$ cat src/rtl/dmem_arb_pkg.sv
// Shared types for the data-memory arbiter. The memory stage also reuses
// mem_req_t and the external-port state names.
package dmem_arb_pkg;

  typedef enum logic {
    E_IDLE = 1'b0,
    E_ACK  = 1'b1
  } ext_state_e;

  // Widest SRAM word address any instance can use (byte address bits [31:2])
  localparam int MEM_WORD_AW = 30;

  typedef struct packed {
    logic [3:0]             we;
    logic [MEM_WORD_AW-1:0] addr;
    logic [31:0]            wdata;
  } mem_req_t;

  // A counter that only ever holds zero still needs one bit
  function automatic int starve_cnt_w(input int starve_max);
    return (starve_max < 1) ? 1 : $clog2(starve_max + 1);
  endfunction

endpackage

$ cat src/rtl/dmem_arbiter.sv
// Arbitrates the single-port data SRAM between the core load/store path and a
// Wishbone-classic slave port. Core has priority, bounded by a starvation counter.
module dmem_arbiter
  import dmem_arb_pkg::*;
#(
  parameter int MEM_AW     = 10,
  parameter int STARVE_MAX = 4
) (
  input  logic              clk_i,
  input  logic              rst_ni,
  input  logic              core_req_i,
  input  logic              core_we_i,
  input  logic [3:0]        core_be_i,
  input  logic [31:0]       core_addr_i,
  input  logic [31:0]       core_wdata_i,
  output logic              core_gnt_o,
  output logic              core_rvalid_o,
  output logic [31:0]       core_rdata_o,
  output logic              stall_o,
  input  logic              ext_cyc_i,
  input  logic              ext_stb_i,
  input  logic              ext_we_i,
  input  logic [3:0]        ext_sel_i,
  input  logic [31:0]       ext_adr_i,
  input  logic [31:0]       ext_dat_i,
  output logic              ext_ack_o,
  output logic [31:0]       ext_dat_o,
  output logic              mem_en_o,
  output logic [3:0]        mem_we_o,
  output logic [MEM_AW-1:0] mem_addr_o,
  output logic [31:0]       mem_wdata_o,
  input  logic [31:0]       mem_rdata_i
);

  localparam int                CNT_W      = starve_cnt_w(STARVE_MAX);
  localparam logic [CNT_W-1:0] STARVE_LIM = CNT_W'(STARVE_MAX);

  ext_state_e       state;
  logic [CNT_W-1:0] starve_cnt;
  logic             rd_core_p1;
  logic             ext_we_p1;

  logic     ext_req;
  logic     grant_ext;
  logic     grant_core;
  mem_req_t req;

  assign ext_req    = ext_cyc_i & ext_stb_i & (state == E_IDLE);
  assign grant_ext  = ext_req & (~core_req_i | (starve_cnt >= STARVE_LIM));
  assign grant_core = core_req_i & ~grant_ext;

  always_comb begin
    req = '0;
    if (grant_core) begin
      req.we    = core_we_i ? core_be_i : 4'b0000;
      req.addr  = MEM_WORD_AW'(core_addr_i[MEM_AW+1:2]);
      req.wdata = core_wdata_i;
    end else if (grant_ext) begin
      req.we    = ext_we_i ? ext_sel_i : 4'b0000;
      req.addr  = MEM_WORD_AW'(ext_adr_i[MEM_AW+1:2]);
      req.wdata = ext_dat_i;
    end
  end

  assign mem_en_o    = grant_core | grant_ext;
  assign mem_we_o    = req.we;
  assign mem_addr_o  = req.addr[MEM_AW-1:0];
  assign mem_wdata_o = req.wdata;

  // Address bits outside the SRAM word index alias onto the same word
  logic unused_addr_bits;
  assign unused_addr_bits = ^{core_addr_i[31:MEM_AW+2], core_addr_i[1:0],
                              ext_adr_i[31:MEM_AW+2], ext_adr_i[1:0],
                              req.addr[MEM_WORD_AW-1:MEM_AW]};

  assign core_gnt_o = grant_core;
  assign stall_o    = core_req_i & ~grant_core;

  // Stage p1: SRAM read data returns one cycle after the grant
  always_ff @(posedge clk_i or negedge rst_ni) begin
    if (!rst_ni) begin
      state      <= E_IDLE;
      starve_cnt <= '0;
      rd_core_p1 <= 1'b0;
      ext_we_p1  <= 1'b0;
    end else begin
      rd_core_p1 <= grant_core & ~core_we_i;
      case (state)
        E_IDLE: begin
          if (grant_ext) begin
            state     <= E_ACK;
            ext_we_p1 <= ext_we_i;
          end
        end
        E_ACK:   state <= E_IDLE;
        default: state <= E_IDLE;
      endcase
      if (grant_ext || !ext_req)
        starve_cnt <= '0;
      else if (starve_cnt < STARVE_LIM)
        starve_cnt <= starve_cnt + 1'b1;
    end
  end

  assign core_rvalid_o = rd_core_p1;
  assign core_rdata_o  = rd_core_p1 ? mem_rdata_i : 32'h0;

  // A master that drops cyc mid-transfer gets no ack; any write already landed
  assign ext_ack_o = (state == E_ACK) & ext_cyc_i;
  assign ext_dat_o = ((state == E_ACK) && !ext_we_p1) ? mem_rdata_i : 32'h0;

endmodule
$ cat config.mk
export PLATFORM = sky130hd
export DESIGN_NAME = dmem_arbiter
export DESIGN_NICKNAME = d
export VERILOG_FILES = /design/src/rtl/dmem_arb_pkg.sv /design/src/rtl/dmem_arbiter.sv
export SDC_FILE = /design/constraint.sdc
export NUM_CORES = 1
export LEC_CHECK = 0
export ABC_CLOCK_PERIOD_IN_PS = 1400
export CAP_MARGIN = 30
export CORE_AREA = 2 2 113 115
export DETAILED_ROUTE_END_ITERATION = 6
export DIE_AREA = 0 0 115 117
export PLACE_DENSITY_LB_ADDON = 0.15
export SETUP_SLACK_MARGIN = 0.3
export SLEW_MARGIN = 40
export SYNTH_ARGS = -nofsm -noshare
export SYNTH_HDL_FRONTEND = slang
export SYNTH_SLANG_ARGS = --single-unit
$ cat constraint.sdc
create_clock -name clk_i -period 1.4 [get_ports clk_i]
set_input_delay 0.21 -clock clk_i [delete_from_list [all_inputs] [get_ports clk_i]]
set_output_delay 0.21 -clock clk_i [all_outputs]
set_load 0.01 [all_outputs]
==> results.sh, run 1 <==
export IMPL_fp_dieW_um=115
export IMPL_fin_crit_sh=1.37
export IMPL_worstMarginPinSlew_ns=0.274
export IMPL_clkPwrFrac=0.234
export IMPL_seqPwrFrac=0.098
export IMPL_ys_warnings_count=0
export IMPL_grt_pass1_vias=2560
export IMPL_comb_power_share=0.668
export IMPL_vias=2613
export IMPL_path_buf_inv=4
export IMPL_clockBufferDepth=2
export IMPL_gp_congestion=0.734
export IMPL_dp_hpwl_um=7040
export IMPL_synthArstFlopShare=1.00
export IMPL_synth_nets=416
export IMPL_avgSynthCellArea_um2=6.53
export IMPL_synth_distinct_cells=16
export IMPL_power_leakage_nw=2.49
export IMPL_ys_seq_elements=6
export IMPL_min_path_type="primary input to asynchronous set/reset pin"
export IMPL_cts_tree="built"
export IMPL_yosysMostFrequentCell="and2_1"
export IMPL_yosys_area_top_type_share=0.294
export IMPL_cp_max_fo=7
export IMPL_drive_gt1_frac=0.504
export IMPL_critical_path_max_stage_delay_ns=0.38
export IMPL_cts_buffers=3
export IMPL_rsz0062_at_grt="yes"
export IMPL_setup_tns_ns=-37.51
export IMPL_whs_ns=0.225
export IMPL_antenna_found_initial=1
export IMPL_grt_use_total=0.129
export IMPL_slew_viol_final=0
export IMPL_outcome="finished with violations"
export IMPL_grt_pass1_wl_um=13500
export IMPL_ys_top_cells_by_area="mux2i_1 (29%), and2_1 (27%), nand2_1 (11%), inv_1 (10%), dfrtp_1 (9.6%)"
export IMPL_relSlewSlack=0.817
export IMPL_p_int_mw=1.40
export IMPL_fp_dieH_um=117
export IMPL_clk_pin_slew_ns=0.03
export IMPL_dieArea_um2=13500
export IMPL_hold_viol=0
export IMPL_crit_family="buffers and inverters"
export IMPL_worstPathRequired_ns=1.19
export IMPL_synth_edff_count=0
export IMPL_num_rows=41
export IMPL_crit_slowest_cell="dfrtp_1"
export IMPL_max_vdd_ir_drop_v=0.000279
export IMPL_yosys_top_cells_count="and2_1 (68), mux2i_1 (46), nand2_1 (46)"
export IMPL_power_mw=1.98
export IMPL_insertion_delay_ns=0.23
export IMPL_io_pins=290
export IMPL_ant_nets=0
export IMPL_drv_cap=0
export IMPL_setup_viol=110
export IMPL_p_switching_mw=0.577
export IMPL_switching_share=0.291
export IMPL_syn_area_um2=1570
export IMPL_syn_instance_count=240
export IMPL_cts_root_buf="clkbuf_16"
export IMPL_overflow=0
export IMPL_violations="negative setup slack"
export IMPL_synth_yosys_seq_area_share=0.0958
export IMPL_synthFlopType="dfrtp_1"
export IMPL_crit_chain="nand3b_4, a21oi_4, buf_6, buf_6, buf_12, mux2i_2, buf_2"
export IMPL_start_util=0.127
export IMPL_skew_ns=0.0000947
export IMPL_via_per_inst=3.88
export IMPL_num_nets_final=700
export IMPL_fmax_ghz=0.522
export IMPL_io_buffer_count=245
export IMPL_crit_type="flop to output pin"
export IMPL_synth_largest_area_cell="mux2i_1"
export IMPL_worstPathArrival_ns=1.71
export IMPL_cp_common_cell="buf_6"
export IMPL_totalWireLength_um=9860
export IMPL_p_per_area_nw_per_um2=398
export IMPL_drtPass1Iterations=4
export IMPL_htreeDepth=1
export IMPL_clkSinkCount=6
export IMPL_drt_iter0_markers=44
export IMPL_finalCriticalPeriod_ns=1.92
export IMPL_coreArea_um2=12300
export IMPL_ctsHoldBuffers=0
export IMPL_worstSetupEndpointType="output pin"
export IMPL_wl_per_cell_um=14.6
export IMPL_grt_max_degree=27
export IMPL_drc=0
export IMPL_fin_ws_ns=-0.518
export IMPL_syn_to_final_growth_pct=218
export IMPL_start_kind="flop"
==> power by group through the flow <==
stage          Sequential [mW]  Combinational (mW)  Clock [mW]
2_1_floorplan            0.193               0.423           0
3_3_place_gp             0.194                1.17           0
3_5_place_dp             0.195                1.18           0
4_1_cts                  0.195                1.25       0.471
5_1_grt                  0.197                1.41       0.483
6_report                 0.195                1.32       0.464
==> metrics by stage <==
stage               instance area (µm²)  cells   util  setup slack (ns)
global placement                   4440    629  0.361            -0.935
floorplan                          1780    240      -           -0.0476
CTS                                4650    663  0.377            -0.536
global route                       4980    673  0.404            -0.609
finish                             4980    673  0.404            -0.518
detailed placement                 4440    629  0.361            -0.936
==> path summary, 6_finish.rpt <==
path,startpoint,to,slack [ns],cells after the start
min in group clk_i,starve_cnt[0],starve_cnt[0],0.46,1
worst max-delay path,state,mem_wdata_o[29],-0.52,7
worst min-delay path,rst_ni,starve_cnt[0],0.23,1
worst max register to register,state,ext_we_p1,-0.31,7
max in group asynchronous,rst_ni,core_rvalid_o,0.94,1
worst min register to register,starve_cnt[0],starve_cnt[0],0.46,1
==> registers in the layout (all words and copies together) (netlist names) <==
| name | count |
|---|---|
| ext_we_p1 | 1 |
| core_rvalid_o | 1 |
| state | 1 |
| starve_cnt | 3 |
==> layout by cell type, fill, tap and decap left out, types with 8 or more instances in the layout <==
cell and instances:
clkdlybuf4s50_1 127, buf_2 70, buf_6 56, nand2_1 46
mux2i_2 45, inv_1 42, and2_4 37, and2_1 31
buf_4 15, buf_12 8
==> metal layers <==
metal	vias up	global-route usage	part of all wire	wire length, µm
li1	1294	-	-	-
met1	1160	0.135	0.37	3640
met2	153	0.257	0.53	5190
met3	6	0.0294	0.093	916
met4	0	0.0353	0.011	105
met5	-	0	0	0
==> logic make-up after synthesis <==
logic type	count (synthesis)	synth area share
flip-flops	6	0.0958
AND/OR/NAND/NOR	125	0.433
multiplexers	47	0.301
buffers and inverters	60	0.157
AO/OA/AOI/OAI	1	0.00559
adder cells (fa/ha/maj)	1	0.00799
==> what timing repair did <==
action / CTS / global route
cloned: 7 / 4
setup endpoints to repair: 121 / 121
pin swaps: 11 / 6
buffers inserted: 24 / 5
hold endpoints to repair: 0 / 0
gates resized for setup: 524 / 44
==> area by class of cell <==
class,count,area [µm²]
flip-flops and latches,6,151
fillers,1248,7330
well taps,150,188
clock buffers,3,75.1
repair buffers,296,2910
multi-input cells,174,1490
diodes,1,2.50
inverters,43,161
(Power assumes the default switching activity.)
==> run 2: changes to the inputs <==
RECOVER_POWER = 25   (was default)
==> results.sh, run 2 (synthesized netlist as in run 1, its figures left out) <==
export IMPL_slew_viol_final=0
export IMPL_worstMarginPinSlew_ns=0.279
export IMPL_crit_chain="nand3b_4, a21oi_4, buf_6, buf_6, buf_12, mux2i_2, buf_2"
export IMPL_antenna_found_initial=1
export IMPL_grt_use_total=0.129
export IMPL_grt_max_degree=27
export IMPL_drv_cap=0
export IMPL_top_register="starve_cnt"
export IMPL_skew_ns=0.0000947
export IMPL_wl_per_cell_um=14.7
export IMPL_fp_dieH_um=117
export IMPL_worstPathArrival_ns=1.71
export IMPL_cts_buffers=3
export IMPL_final_cells=673
export IMPL_p_per_area_nw_per_um2=398
export IMPL_finalCriticalPeriod_ns=1.92
export IMPL_relSlewSlack=0.813
export IMPL_gp_congestion=0.734
export IMPL_path_buf_inv=4
export IMPL_dieArea_um2=13500
export IMPL_vias=2615
export IMPL_violations="negative setup slack"
export IMPL_cts_tree="built"
export IMPL_via_per_inst=3.89
export IMPL_fin_crit_sh=1.37
export IMPL_start_kind="flop"
export IMPL_worstPathRequired_ns=1.19
export IMPL_cts_root_buf="clkbuf_16"
export IMPL_route_met2_wl_um=5190
export IMPL_cp_common_cell="buf_6"
export IMPL_drc=0
export IMPL_layout_commonest_cell="clkdlybuf4s50_1"
export IMPL_start_util=0.127
export IMPL_fillers=1248
export IMPL_coreArea_um2=12300
export IMPL_worstSetupEndpointType="output pin"
export IMPL_met1Wirelength_um=3650
export IMPL_wl_met3_um=916
export IMPL_syn_to_final_growth_pct=218
export IMPL_critical_path_max_stage_delay_ns=0.38
export IMPL_crit_type="flop to output pin"
export IMPL_htreeDepth=1
export IMPL_io_pins=290
export IMPL_drtPass1Iterations=4
export IMPL_dp_cells=629
export IMPL_overflow=0
export IMPL_clkSinkCount=6
export IMPL_io_buffer_count=245
export IMPL_r2r_start="state"
export IMPL_power_leakage_nw=2.49
export IMPL_grt_pass1_vias=2560
export IMPL_largest_reg_flops=3
export IMPL_mostFrequentLayoutCells="clkdlybuf4s50_1 (126), buf_2 (70), buf_6 (56)"
export IMPL_insertion_delay_ns=0.23
export IMPL_outcome="finished with violations"
export IMPL_totalWireLength_um=9860
export IMPL_dp_hpwl_um=7040
export IMPL_clk_pin_slew_ns=0.03
export IMPL_clockBufferDepth=2
export IMPL_crit_slowest_cell="dfrtp_1"
export IMPL_num_rows=41
export IMPL_drt_iter0_markers=44
export IMPL_hold_viol=0
export IMPL_min_path_type="primary input to asynchronous set/reset pin"
export IMPL_setup_viol=110
export IMPL_rsz0062_at_grt="yes"
export IMPL_max_vdd_ir_drop_v=0.000279
export IMPL_fmax_ghz=0.522
export IMPL_fp_dieW_um=115
export IMPL_ant_nets=0
export IMPL_worstSetupStartpoint="state"
export IMPL_num_nets_final=700
export IMPL_fin_ws_ns=-0.518
export IMPL_crit_family="buffers and inverters"
export IMPL_drive_gt1_frac=0.504
export IMPL_whs_ns=0.296
export IMPL_cp_max_fo=7
export IMPL_grt_pass1_wl_um=13500
export IMPL_top_layer_used="met4"
-- run 2: cell type report --
cell class                 instances  area [µm²]  share of cell area
inverter                          43         161              0.0324
tap                              150         188              0.0377
antenna                            1        2.50            0.000503
clock buffer                       3        75.1              0.0151
multi-input combinational        174        1490               0.299
sequential                         6         151              0.0304
timing repair buffer             296        2910               0.585
-- run 2: worst paths after layout --
check,slack [ns],to,depth (start not counted)
max in group asynchronous,0.87,core_rvalid_o,1
worst min register to register,0.46,starve_cnt[0],1
worst max register to register,-0.31,ext_we_p1,7
worst max-delay path,-0.52,mem_wdata_o[29],7
worst min-delay path,0.30,starve_cnt[0],1
min in group clk_i,0.46,starve_cnt[0],1
-- run 2: metrics by stage --
stage	setup slack, ns	utilization	power [mW]	setup TNS (ns)	area, µm²
final	-0.518	0.404	1.98	-37.51	4980
after global routing	-0.609	0.404	2.09	-43.48	4980
after CTS	-0.536	0.377	1.91	-34.04	4650
after detailed placement	-0.936	0.361	1.38	-59.35	4440
after global placement	-0.935	0.361	1.37	-58.38	4440
after floorplan	-0.0476	-	0.616	-2.00	1780
-- run 2: power by group --
part / internal, mW / total (mW) / leakage [nW] / switching (mW)
combinational: 0.852 / 1.32 / 2.38 / 0.470
sequential: 0.185 / 0.195 / 0.0784 / 0.00996
clock: 0.367 / 0.464 / 0.0370 / 0.0971
total: 1.40 / 1.98 / 2.49 / 0.577
-- run 2: what timing repair did --
item	CTS	global route
endpoints found under the setup margin	121	121
pin swaps	11	6
cloned	7	4
resized for setup	524	44
buffers inserted	24	5
hold buffers	0	0
-- run 2: per-layer routing --
layer	GRT usage	vias up
met5	0	-
met4	0.0353	0
met3	0.0294	6
met2	0.257	153
met1	0.135	1162
li1	-	1294
